--- config.mk ---
export PLATFORM = sky130hd
export DESIGN_NAME = util_1553_pattern_gen
export DESIGN_NICKNAME = d
export VERILOG_FILES = /design/src/rtl/util_1553_pkg.sv /design/src/rtl/util_1553_word_src.sv /design/src/rtl/util_1553_pattern_gen.sv
export SDC_FILE = /design/constraint.sdc
export NUM_CORES = 1
export LEC_CHECK = 0
export BUFFER_PORTS_ARGS = -buffer_cell sky130_fd_sc_hd__buf_2
export CAP_MARGIN = 20
export CORE_ASPECT_RATIO = 2
export CORE_MARGIN = 8
export CORE_UTILIZATION = 55
export DETAILED_ROUTE_END_ITERATION = 8
export GPL_TIMING_DRIVEN = 1
export PLACE_DENSITY = 0.83
export SLEW_MARGIN = 25
export SYNTH_ARGS = -nofsm -noshare
export SYNTH_HDL_FRONTEND = slang
export SYNTH_HIERARCHICAL = 1
export SYNTH_SLANG_ARGS = --single-unit
--- constraint.sdc ---
create_clock -name aclk -period 3.2 [get_ports aclk]
set_input_delay 0.32 -clock aclk [delete_from_list [all_inputs] [get_ports aclk]]
set_output_delay 0.32 -clock aclk [all_outputs]
set_load 0.01 [all_outputs]
--- src/rtl/util_1553_pkg.sv ---
// Shared types and constants for the util_1553 pattern generator path.
package util_1553_pkg;

  typedef enum logic [2:0] {
    ST_IDLE,
    ST_SYNC,
    ST_DATA,
    ST_PARITY,
    ST_GAP
  } state_e;

  typedef enum logic {
    SYNC_DATA = 1'b0,
    SYNC_CMD  = 1'b1
  } sync_e;

  localparam logic [15:0] LFSR_TAP_MASK = 16'h002D;
  localparam logic [15:0] LFSR_DFLT_SEED = 16'hACE1;

  localparam logic [1:0] MODE_COUNT = 2'b00;
  localparam logic [1:0] MODE_LFSR  = 2'b01;
  localparam logic [1:0] MODE_FIXED = 2'b10;
  localparam logic [1:0] MODE_RSVD  = 2'b11;

  localparam logic [1:0] SYNC_SEL_DATA = 2'b00;
  localparam logic [1:0] SYNC_SEL_CMD  = 2'b01;
  localparam logic [1:0] SYNC_SEL_AUTO = 2'b10;

  // Right-shifting Fibonacci step for x^16+x^14+x^13+x^11+1.
  function automatic logic [15:0] lfsr_step(input logic [15:0] x);
    return {^(x & LFSR_TAP_MASK), x[15:1]};
  endfunction

endpackage

--- src/rtl/util_1553_word_src.sv ---
// Word source: count / LFSR / fixed selection, reloaded from seed at burst start.
module util_1553_word_src
  import util_1553_pkg::*;
#(
  parameter logic [15:0] SEED_DFLT = LFSR_DFLT_SEED
) (
  input  logic        aclk,
  input  logic        arst,
  input  logic        load_i,
  input  logic        adv_i,
  input  logic [1:0]  mode_i,
  input  logic [15:0] seed_i,
  input  logic [15:0] data_i,
  output logic [15:0] word_o
);

  logic [15:0] word_q;
  logic [15:0] word_d;

  always_comb begin
    word_d = word_q;
    if (load_i || adv_i) begin
      case (mode_i)
        MODE_LFSR: begin
          if (load_i) word_d = (seed_i == 16'h0000) ? SEED_DFLT : seed_i;
          else        word_d = lfsr_step(word_q);
        end
        MODE_FIXED: word_d = data_i;
        default: begin
          if (load_i) word_d = seed_i;
          else        word_d = word_q + 16'd1;
        end
      endcase
    end
  end

  always_ff @(posedge aclk or posedge arst) begin
    if (arst) word_q <= 16'h0000;
    else      word_q <= word_d;
  end

  assign word_o = word_q;

endmodule

--- src/rtl/util_1553_pattern_gen.sv ---
// MIL-STD-1553 Manchester word pattern generator for loopback and BIST.
// Optional error injection ports: `UTIL_1553_PATTERN_GEN_ERR_INJECT_EN.
module util_1553_pattern_gen
  import util_1553_pkg::*;
#(
  parameter int unsigned CLOCK_SPEED     = 50000000,
  parameter int unsigned BIT_RATE        = 1000000,
  parameter int unsigned WORD_GAP_CYCLES = 5000,
  parameter logic [15:0] LFSR_SEED_DFLT  = 16'hACE1
) (
  input  logic        aclk,
  input  logic        arst,
  input  logic        enable,
  input  logic [1:0]  mode,
  input  logic [1:0]  sync_sel,
  input  logic [15:0] seed,
  input  logic [15:0] data_in,
  input  logic [7:0]  burst_len,
  output logic        tx0_1553,
  output logic        tx1_1553,
  output logic        en_diff,
  output logic        busy,
  output logic        word_done,
  output logic [15:0] word_cnt
`ifdef UTIL_1553_PATTERN_GEN_ERR_INJECT_EN
  ,
  input  logic        err_parity,
  input  logic        err_manch
`endif
);

  localparam int unsigned CPB      = CLOCK_SPEED / BIT_RATE;
  localparam int unsigned HALF     = CPB / 2;
  localparam int unsigned SYNC_CYC = 3 * CPB;
  localparam int unsigned CNT_MAX  = (SYNC_CYC > WORD_GAP_CYCLES) ? SYNC_CYC : WORD_GAP_CYCLES;
  localparam int unsigned CNT_W    = $clog2(CNT_MAX + 1);

  state_e            state_q;
  logic [CNT_W-1:0]  cnt_q;
  logic [3:0]        bit_q;
  logic              armed_q;
  logic [7:0]        burst_q;
  logic [7:0]        burst_len_q;
  logic [1:0]        sync_sel_q;
  logic              par_pend_q, manch_pend_q, par_err_q, manch_err_q;
  logic              tx0_q, tx1_q, en_q, busy_q, done_q;
  logic [15:0]       word_cnt_q;

  logic [15:0] word;
  sync_e       sync_kind_c;
  logic        data_bit_c, parity_c, first_half_c, line_c, active_c, phase_end_c;
  logic        word_end_c, burst_done_c, start_c, adv_c, enter_sync_c;
  logic        par_req_c, manch_req_c;

`ifdef UTIL_1553_PATTERN_GEN_ERR_INJECT_EN
  assign par_req_c   = err_parity;
  assign manch_req_c = err_manch;
`else
  assign par_req_c   = 1'b0;
  assign manch_req_c = 1'b0;
`endif

  util_1553_word_src #(
    .SEED_DFLT (LFSR_SEED_DFLT)
  ) u_word_src (
    .aclk   (aclk),
    .arst   (arst),
    .load_i (start_c),
    .adv_i  (adv_c),
    .mode_i (mode),
    .seed_i (seed),
    .data_i (data_in),
    .word_o (word)
  );

  // Line encoder and sequencing strobes, from the current state.
  always_comb begin
    sync_kind_c  = ((sync_sel_q == SYNC_SEL_CMD) || (sync_sel_q[1] && (^word))) ? SYNC_CMD : SYNC_DATA;
    data_bit_c   = word[4'd15 - bit_q];
    parity_c     = ~(^word) ^ par_err_q;
    first_half_c = cnt_q < CNT_W'(HALF);
    line_c       = 1'b0;
    active_c     = 1'b0;
    phase_end_c  = 1'b0;
    case (state_q)
      ST_SYNC: begin
        active_c    = 1'b1;
        line_c      = (cnt_q < CNT_W'(SYNC_CYC / 2)) ? (sync_kind_c == SYNC_CMD) : (sync_kind_c == SYNC_DATA);
        phase_end_c = cnt_q == CNT_W'(SYNC_CYC - 1);
      end
      ST_DATA: begin
        active_c    = 1'b1;
        line_c      = (first_half_c || (manch_err_q && bit_q == 4'd0)) ? data_bit_c : ~data_bit_c;
        phase_end_c = cnt_q == CNT_W'(CPB - 1);
      end
      ST_PARITY: begin
        active_c    = 1'b1;
        line_c      = first_half_c ? parity_c : ~parity_c;
        phase_end_c = cnt_q == CNT_W'(CPB - 1);
      end
      ST_GAP:  phase_end_c = cnt_q == CNT_W'(WORD_GAP_CYCLES - 1);
      default: ;
    endcase
    word_end_c   = (state_q == ST_PARITY && phase_end_c && WORD_GAP_CYCLES == 0) ||
                   (state_q == ST_GAP && phase_end_c);
    burst_done_c = (burst_len_q != 8'd0) && (burst_q == burst_len_q);
    start_c      = (state_q == ST_IDLE) && enable && armed_q;
    adv_c        = word_end_c && enable && !burst_done_c;
    enter_sync_c = start_c || adv_c;
  end

  always_ff @(posedge aclk or posedge arst) begin
    if (arst) begin
      state_q      <= ST_IDLE;
      cnt_q        <= '0;
      bit_q        <= 4'd0;
      armed_q      <= 1'b1;
      burst_q      <= 8'd0;
      burst_len_q  <= 8'd0;
      sync_sel_q   <= 2'b00;
      par_pend_q   <= 1'b0;
      manch_pend_q <= 1'b0;
      par_err_q    <= 1'b0;
      manch_err_q  <= 1'b0;
      tx0_q        <= 1'b0;
      tx1_q        <= 1'b0;
      en_q         <= 1'b0;
      busy_q       <= 1'b0;
      done_q       <= 1'b0;
      word_cnt_q   <= 16'h0000;
    end else begin
      tx0_q  <= active_c & line_c;
      tx1_q  <= active_c & ~line_c;
      en_q   <= active_c;
      busy_q <= state_q != ST_IDLE;
      done_q <= (state_q == ST_PARITY) && phase_end_c;
      if ((state_q == ST_PARITY) && phase_end_c) word_cnt_q <= word_cnt_q + 16'd1;

      // A finished burst disarms until enable is seen low again.
      if (!enable)                         armed_q <= 1'b1;
      else if (word_end_c && burst_done_c) armed_q <= 1'b0;

      par_pend_q   <= enter_sync_c ? 1'b0 : (par_pend_q | par_req_c);
      manch_pend_q <= enter_sync_c ? 1'b0 : (manch_pend_q | manch_req_c);

      if (enter_sync_c) begin
        state_q     <= ST_SYNC;
        cnt_q       <= '0;
        sync_sel_q  <= sync_sel;
        burst_len_q <= burst_len;
        burst_q     <= start_c ? 8'd1 : burst_q + 8'd1;
        par_err_q   <= par_pend_q | par_req_c;
        manch_err_q <= manch_pend_q | manch_req_c;
      end else begin
        case (state_q)
          ST_SYNC: begin
            if (phase_end_c) begin
              state_q <= ST_DATA;
              cnt_q   <= '0;
              bit_q   <= 4'd0;
            end else cnt_q <= cnt_q + CNT_W'(1);
          end
          ST_DATA: begin
            if (phase_end_c) begin
              cnt_q <= '0;
              if (bit_q == 4'd15) state_q <= ST_PARITY;
              else                bit_q   <= bit_q + 4'd1;
            end else cnt_q <= cnt_q + CNT_W'(1);
          end
          ST_PARITY: begin
            if (phase_end_c) begin
              cnt_q   <= '0;
              state_q <= word_end_c ? ST_IDLE : ST_GAP;
            end else cnt_q <= cnt_q + CNT_W'(1);
          end
          ST_GAP: begin
            if (phase_end_c) begin
              cnt_q   <= '0;
              state_q <= ST_IDLE;
            end else cnt_q <= cnt_q + CNT_W'(1);
          end
          default: ;
        endcase
      end
    end
  end

  assign tx0_1553  = tx0_q;
  assign tx1_1553  = tx1_q;
  assign en_diff   = en_q;
  assign busy      = busy_q;
  assign word_done = done_q;
  assign word_cnt  = word_cnt_q;

endmodule
After elaboration in Yosys (flattened, before gate mapping)
Cells that the tools add are included.
- bits in writable memories: 0
- input bits: 47
- output and inout port bits: 21
- bits in latches: 0
- memories kept: 0
- bits in registers: 78
- bits in read-only memories: 0
- multiplexer cells: 32
- order comparisons: 3
- equality and inequality tests: 21
- bitwise operators: 9
- shift-type cells: 0
- divide/modulo/power cells: 0
- multiply operators: 0
- add/sub/neg operators: 6
- reduce and logical (&&, ||, !) cells: 29
- operators with widths (operator ; number):
    two-way mux 16 bit ; 3
    two-way mux 13 bit ; 3
    adder 16 x 1 -> 16 bit (second input constant) ; 2
    case mux 16 bit (2 select lines) ; 1
    parity 16 bit ; 2
    two-way mux 3 bit ; 7
    logical NOT 16 bit ; 1
    inequality test 3 bit (second input constant) ; 5
    adder 13 x 1 -> 13 bit (second input constant) ; 1
    == test 13 bit (second input constant) ; 1
    == test 13 x 6 -> 1 bit (second input constant) ; 1
    == test 13 x 8 -> 1 bit (second input constant) ; 1
    < comparator 13 x 5 -> 1 bit (second input constant) ; 1
    < comparator 13 x 7 -> 1 bit (second input constant) ; 1
    two-way mux 4 bit ; 3
    case mux 3 bit (4 select lines) ; 1
    logical AND 1 bit ; 10
    two-way mux 1 bit ; 9
    adder 8 x 1 -> 8 bit (second input constant) ; 1
    == test 8 bit ; 1
    two-way mux 8 bit ; 1
    case mux 4 bit (2 select lines) ; 1
    nonzero test 8 bit ; 1
    == test 3 x 2 -> 1 bit (second input constant) ; 2
    other kinds (27) ; 40

Depth between registers and ports, before layout
- word-level depth: 9
- gate-level depth with buffers: 11
- gate-level depth less buffers: 9

Cells and area by module
Netlist, hierarchy kept.
- by module, submodules not included (module ; seq. area each (sq um) ; times used ; area an instance (sq um) ; cells each):
    util_1553_pattern_gen ; 1502.7 ; 1 ; 3350.7 ; 331
    util_1553_word_src ; 400.4 ; 1 ; 1607.8 ; 202

Worst setup path after synthesis
No wires, ideal clock.
- path type: register to register
- from: reg state_q[0]
- to: reg u_word_src.word_q[7], in the netlist u_word_src/word_o[7]
- period minus slack after synthesis: 2725 ps
- buffers on the path: 4
- cell stages (with the launch flop): 10
- arrival time: 2614 ps
- required time: 3089 ps
- slack: 475 ps
- setup time: 111 ps
- cell sequence: dfrtp_1 buf_2 nor3_1 nand3_1 inv_2 clkbuf_1 clkbuf_1 clkbuf_1 a211oi_1 a2111oi_2
- elaborated cells between the ends (all ways): 16
- RTL lines (element ; RTL line ; text):
    start, declared ; util_1553_pattern_gen.sv:38 ; state_e state_q;
    start signal, assigned ; util_1553_pattern_gen.sv:173 ; state_q <= word_end_c ? ST_IDLE : ST_GAP;
    logical NOT 3 bit * ; util_1553_pattern_gen.sv:107 ; start_c = (state_q == ST_IDLE) && enable && armed_q;
    logical AND 1 bit * (2 in a row) ; util_1553_pattern_gen.sv:107 ;
    named net start_c ; util_1553_pattern_gen.sv:52 ; logic word_end_c, burst_done_c, start_c, adv_c, enter_sync_c;
    two-way mux 16 bit (on tied branches) ; util_1553_word_src.sv:30, util_1553_word_src.sv:25 ;
    case mux 16 bit (2 select lines) ; util_1553_word_src.sv:23 ; case (mode_i)
    end signal, assigned ; util_1553_word_src.sv:39 ; else word_q <= word_d;
    end, declared ; util_1553_word_src.sv:17 ; logic [15:0] word_q;
Mark *: on every way through the listed nets, which the timed path passes. The rest lies on a longest branch.
A chain may end at the register's enable or synchronous reset.

Worst setup path after layout
- from: reg state_q[2]
- to: reg u_word_src.word_q[7], in the netlist u_word_src/word_o[7]
- cells in the longest elaborated chain, start to end: 7
- elaborated cells between the ends (all ways): 16
- ends and longest elaborated chain (element ; RTL line ; text):
    == test 3 x 2 -> 1 bit ; util_1553_pattern_gen.sv:85 ; case (state_q)
    OR reduction 2 bit (no source line) ; n/a ;
    case mux 1 bit (3 select lines) ; util_1553_pattern_gen.sv:85 ;
    logical AND 1 bit * ; util_1553_pattern_gen.sv:105 ; (state_q == ST_GAP && phase_end_c);
    logical AND 1 bit * (2 in a row) ; util_1553_pattern_gen.sv:108 ; adv_c = word_end_c && enable && !burst_done_c;
    named net adv_c ; util_1553_pattern_gen.sv:52 ;
    logical OR 1 bit * ; util_1553_word_src.sv:22 ; if (load_i || adv_i) begin
Marked as above.

==> metrics.md <==
| Metric | Value |
|---|---|
| Status | `completed` |
| Total number of vias | `4511` |
| Post-route insts no fill | `707` |
| Wire per inst | `19.0 um` |
| # diodes | `0` |
| First-pass GRT wire length | `22200 um` |
| Die height | `150 um` |
| Placed Cells incl. Taps | `691` |
| DP Area | `0.00542 mm^2` |
| Initial Util | `55.8%` |
| Mapped Area | `0.00496 mm^2` |
| Design Area, Final | `0.00574 mm^2` |
| Post-route setup slack | `492 ps` |
| Final Cycle Share | `84.6%` |
| FF-to-FF End | `u_word_src/word_o[7]` |
| Io pins | `68` |
| Antenna-violating nets left | `0` |
| Gr usage total | `21.6%` |
| RePlAce Congestion | `0.974` |
| DRT Pass-1 Iters | `5` |
| Startpoint Class | `flop` |
| Synthesized area per cell | `9.30 um^2` |
| Clock Tree Root | `clkbuf_16` |
| Max-cap viol count | `0` |
| Fmax | `369 MHz` |
| Min Tclk post-route | `2710 ps` |
| CP max FO | `11` |
| Pwr Density | `376 mW/mm^2` |
| Async set-or-reset flop fraction in the synthesized netlist | `100%` |
| Clock Path Buffers | `2` |
| Crit Path Class | `flop to flop` |
| Port Buffer Count | `67` |
| Worst Path Arrival | `2930 ps` |
| Setup WS pre-CTS | `567 ps` |
| Post-CTS sizing | `0` |
| Slew HR | `51.1%` |
| Slowest cell on crit path | `dfrtp_1` |
| Die W | `83.1 um` |
| R2R depth | `8` |
| Synth top area cells | `dfrtp_1, xnor2_1, xor2_1` |
| Yosys warnings | `6` |
| Hold_buf cts | `0` |
| Vias in the first global route | `4623` |
| Setup violators final | `0` |
| Hold crit path type | `input pin to asynchronous set/reset pin` |
| Most Crowded Layer GR | `met2` |
| Synth top area share | `37.9%` |
| Initial antenna violation count | `0` |
| Pin count of the biggest net entering global routing | `37` |
| Post-layout nets | `655` |
| Core ar. | `0.00889 mm^2` |
| Die area | `0.0125 mm^2` |
| Required time of the critical path | `3430 ps` |
| Met1 usage | `20.6%` |
| RSZ-0062 raised after global routing | `false` |
| Static leakage | `2.60 nW` |
| Max-slew violations | `0` |
| Worst vdd ir | `0.243 mV` |
| Vias per std cell | `6.38` |
| Met2 Use GR | `40.4%` |
| Mapped Nets | `588` |
| Worst hold slack | `86.9 ps` |
| Final Hold Viols | `0` |
| CTS tree | `done` |
| Measured slew at the worst slew-check pin | `733 ps` |
| Commonest cells post-synth | `dfrtp_1, nand2_1, nor2_1, xnor2_1, o21ai_0` |
| Layout cell share with drive strength beyond 1 | `22.8%` |
| Setup TNS | `0 ps` |
| Area grow syn2layout | `15.7%` |
| Post-DP HPWL | `10400 um` |
| Post-synth EDFFs | `0` |
| CTS sink count | `76` |
| Post-synth cell types | `67` |
| Setup bufs post-CTS | `0` |
| Met3 Resource Use GR | `3.95%` |
| Mapped Cells | `533` |
| Most common cell in the netlist | `dfrtp_1` |
| Number of remaining DRC errors | `0` |
| Most used DFF post-synth | `dfrtp_1` |
| Drt total wl | `13500 um` |
| Sequential area share after synthesis | `38.4%` |
| R2R setup slack | `490 ps` |
| Grt ovf | `0` |
| Yosys top cell by area | `dfrtp_1` |
| Critical-path cell list | `nand2b_1 -> mux2i_1 -> nor3_2 -> nand3_2 -> inv_2 -> nor2_1 -> nor3_1 -> a2111oi_2` |
| Drt initial violations | `257` |
| Worst Setup End Kind | `flop` |
| H-tree Lvls | `3` |
| CTS Buf Count | `9` |
| Clock slew at reported path FFs | `60 ps` |
| Clk_lat worst skew | `340 ps` |
| Post-synthesis register bit count | `76` |
| Core Rows | `49` |
| RR Startpoint | `state_q[2]` |
| Worst path max stage delay | `510 ps` |
| Final Skew | `7.07 ps` |
worst max-delay path by stage:
stage          slack [ps]        from                   end  cells past startpoint
2_1_floorplan         470  state_q[0]  u_word_src/word_o[7]                      9
3_3_place_gp          670  state_q[2]  u_word_src/word_o[7]                      8
4_1_cts               550  state_q[2]  u_word_src/word_o[7]                      8
3_5_place_dp          570  state_q[2]  u_word_src/word_o[7]                      8
6_report              490  state_q[2]  u_word_src/word_o[7]                      8
5_1_grt               230  burst_q[2]  u_word_src/word_o[7]                      8
logic make-up after synthesis:
group	after synthesis	share of synthesized area (%)
AOI/OAI and AO/OA	120	16.9
xor gates and xnor gates	58	10.2
adders and majority gates	8	2.02
buffers and inverters	44	3.63
DFF	76	38.4
muxes	28	7.09
and+or+nand+nor	199	21.7
final cells by class:
type	instances	area, um^2
Clock buffer	9	225
Tap cell	102	128
Clock inverter	7	91.3
Multi-Input combinational cell	413	2880
Timing Repair Buffer	82	448
Sequential cell	76	1900
Inverter	18	67.6
Fill cell	698	3150
flip-flops by register name, indices dropped and copies added, names as in the netlist, 2 cells and up:
register	flops
bit_q	4
word_cnt	16
cnt_q	13
burst_len_q	8
state_q	3
burst_q	8
u_word_src/word_o	16
sync_sel_q	2
layout by cell type (no fill, tap or decap), types with 6 or more instances in the layout:
cell       instances
or3_1              6
xor2_1            22
o21ai_0           31
nand2_1           48
a21o_1             6
nand3_1           20
dfrtp_1           75
buf_2             67
mux2_2            17
nor3_1            19
mux2i_1            7
o31ai_1            6
buf_4             15
nand4_1           15
xnor2_1           36
ha_1               8
a21oi_1           21
a211oi_1           6
nand2b_1           7
nor2_1            37
clkbuf_16          9
inv_1             15
nor2b_1            7
a31oi_1            6
stage by stage:
stage          power, mW  utilization (%)
6_report            2.16             64.5
5_1_grt             2.22             64.5
3_3_place_gp        1.09             61.0
4_1_cts             2.16             64.5
2_1_floorplan       1.04                -
3_5_place_dp        1.10             61.0
power by group:
group / leakage (nW) / switching [mW] / internal (mW)
Clock: 0.155 / 0.399 / 0.679
Combinational: 1.43 / 0.0755 / 0.0436
Sequential: 1.01 / 0 / 0.961
layer usage:
layer | share of wire, % | up-vias
met5 | 0 | -
met2 | 54 | 174
li1 | - | 2081
met4 | 5.8 | 0
met3 | 4.2 | 58
met1 | 36 | 2198
critical path, delay by kind of cell, from the launching register on:
family / cells / cell delay (ps)
multiplexers: 1 / 470
flip-flops: 1 / 510
AND/OR/NAND/NOR: 5 / 1100
AO/OA/AOI/OAI: 1 / 400
buffers and inverters: 1 / 100
No activity file was read; power rests on OpenSTA's default activity.
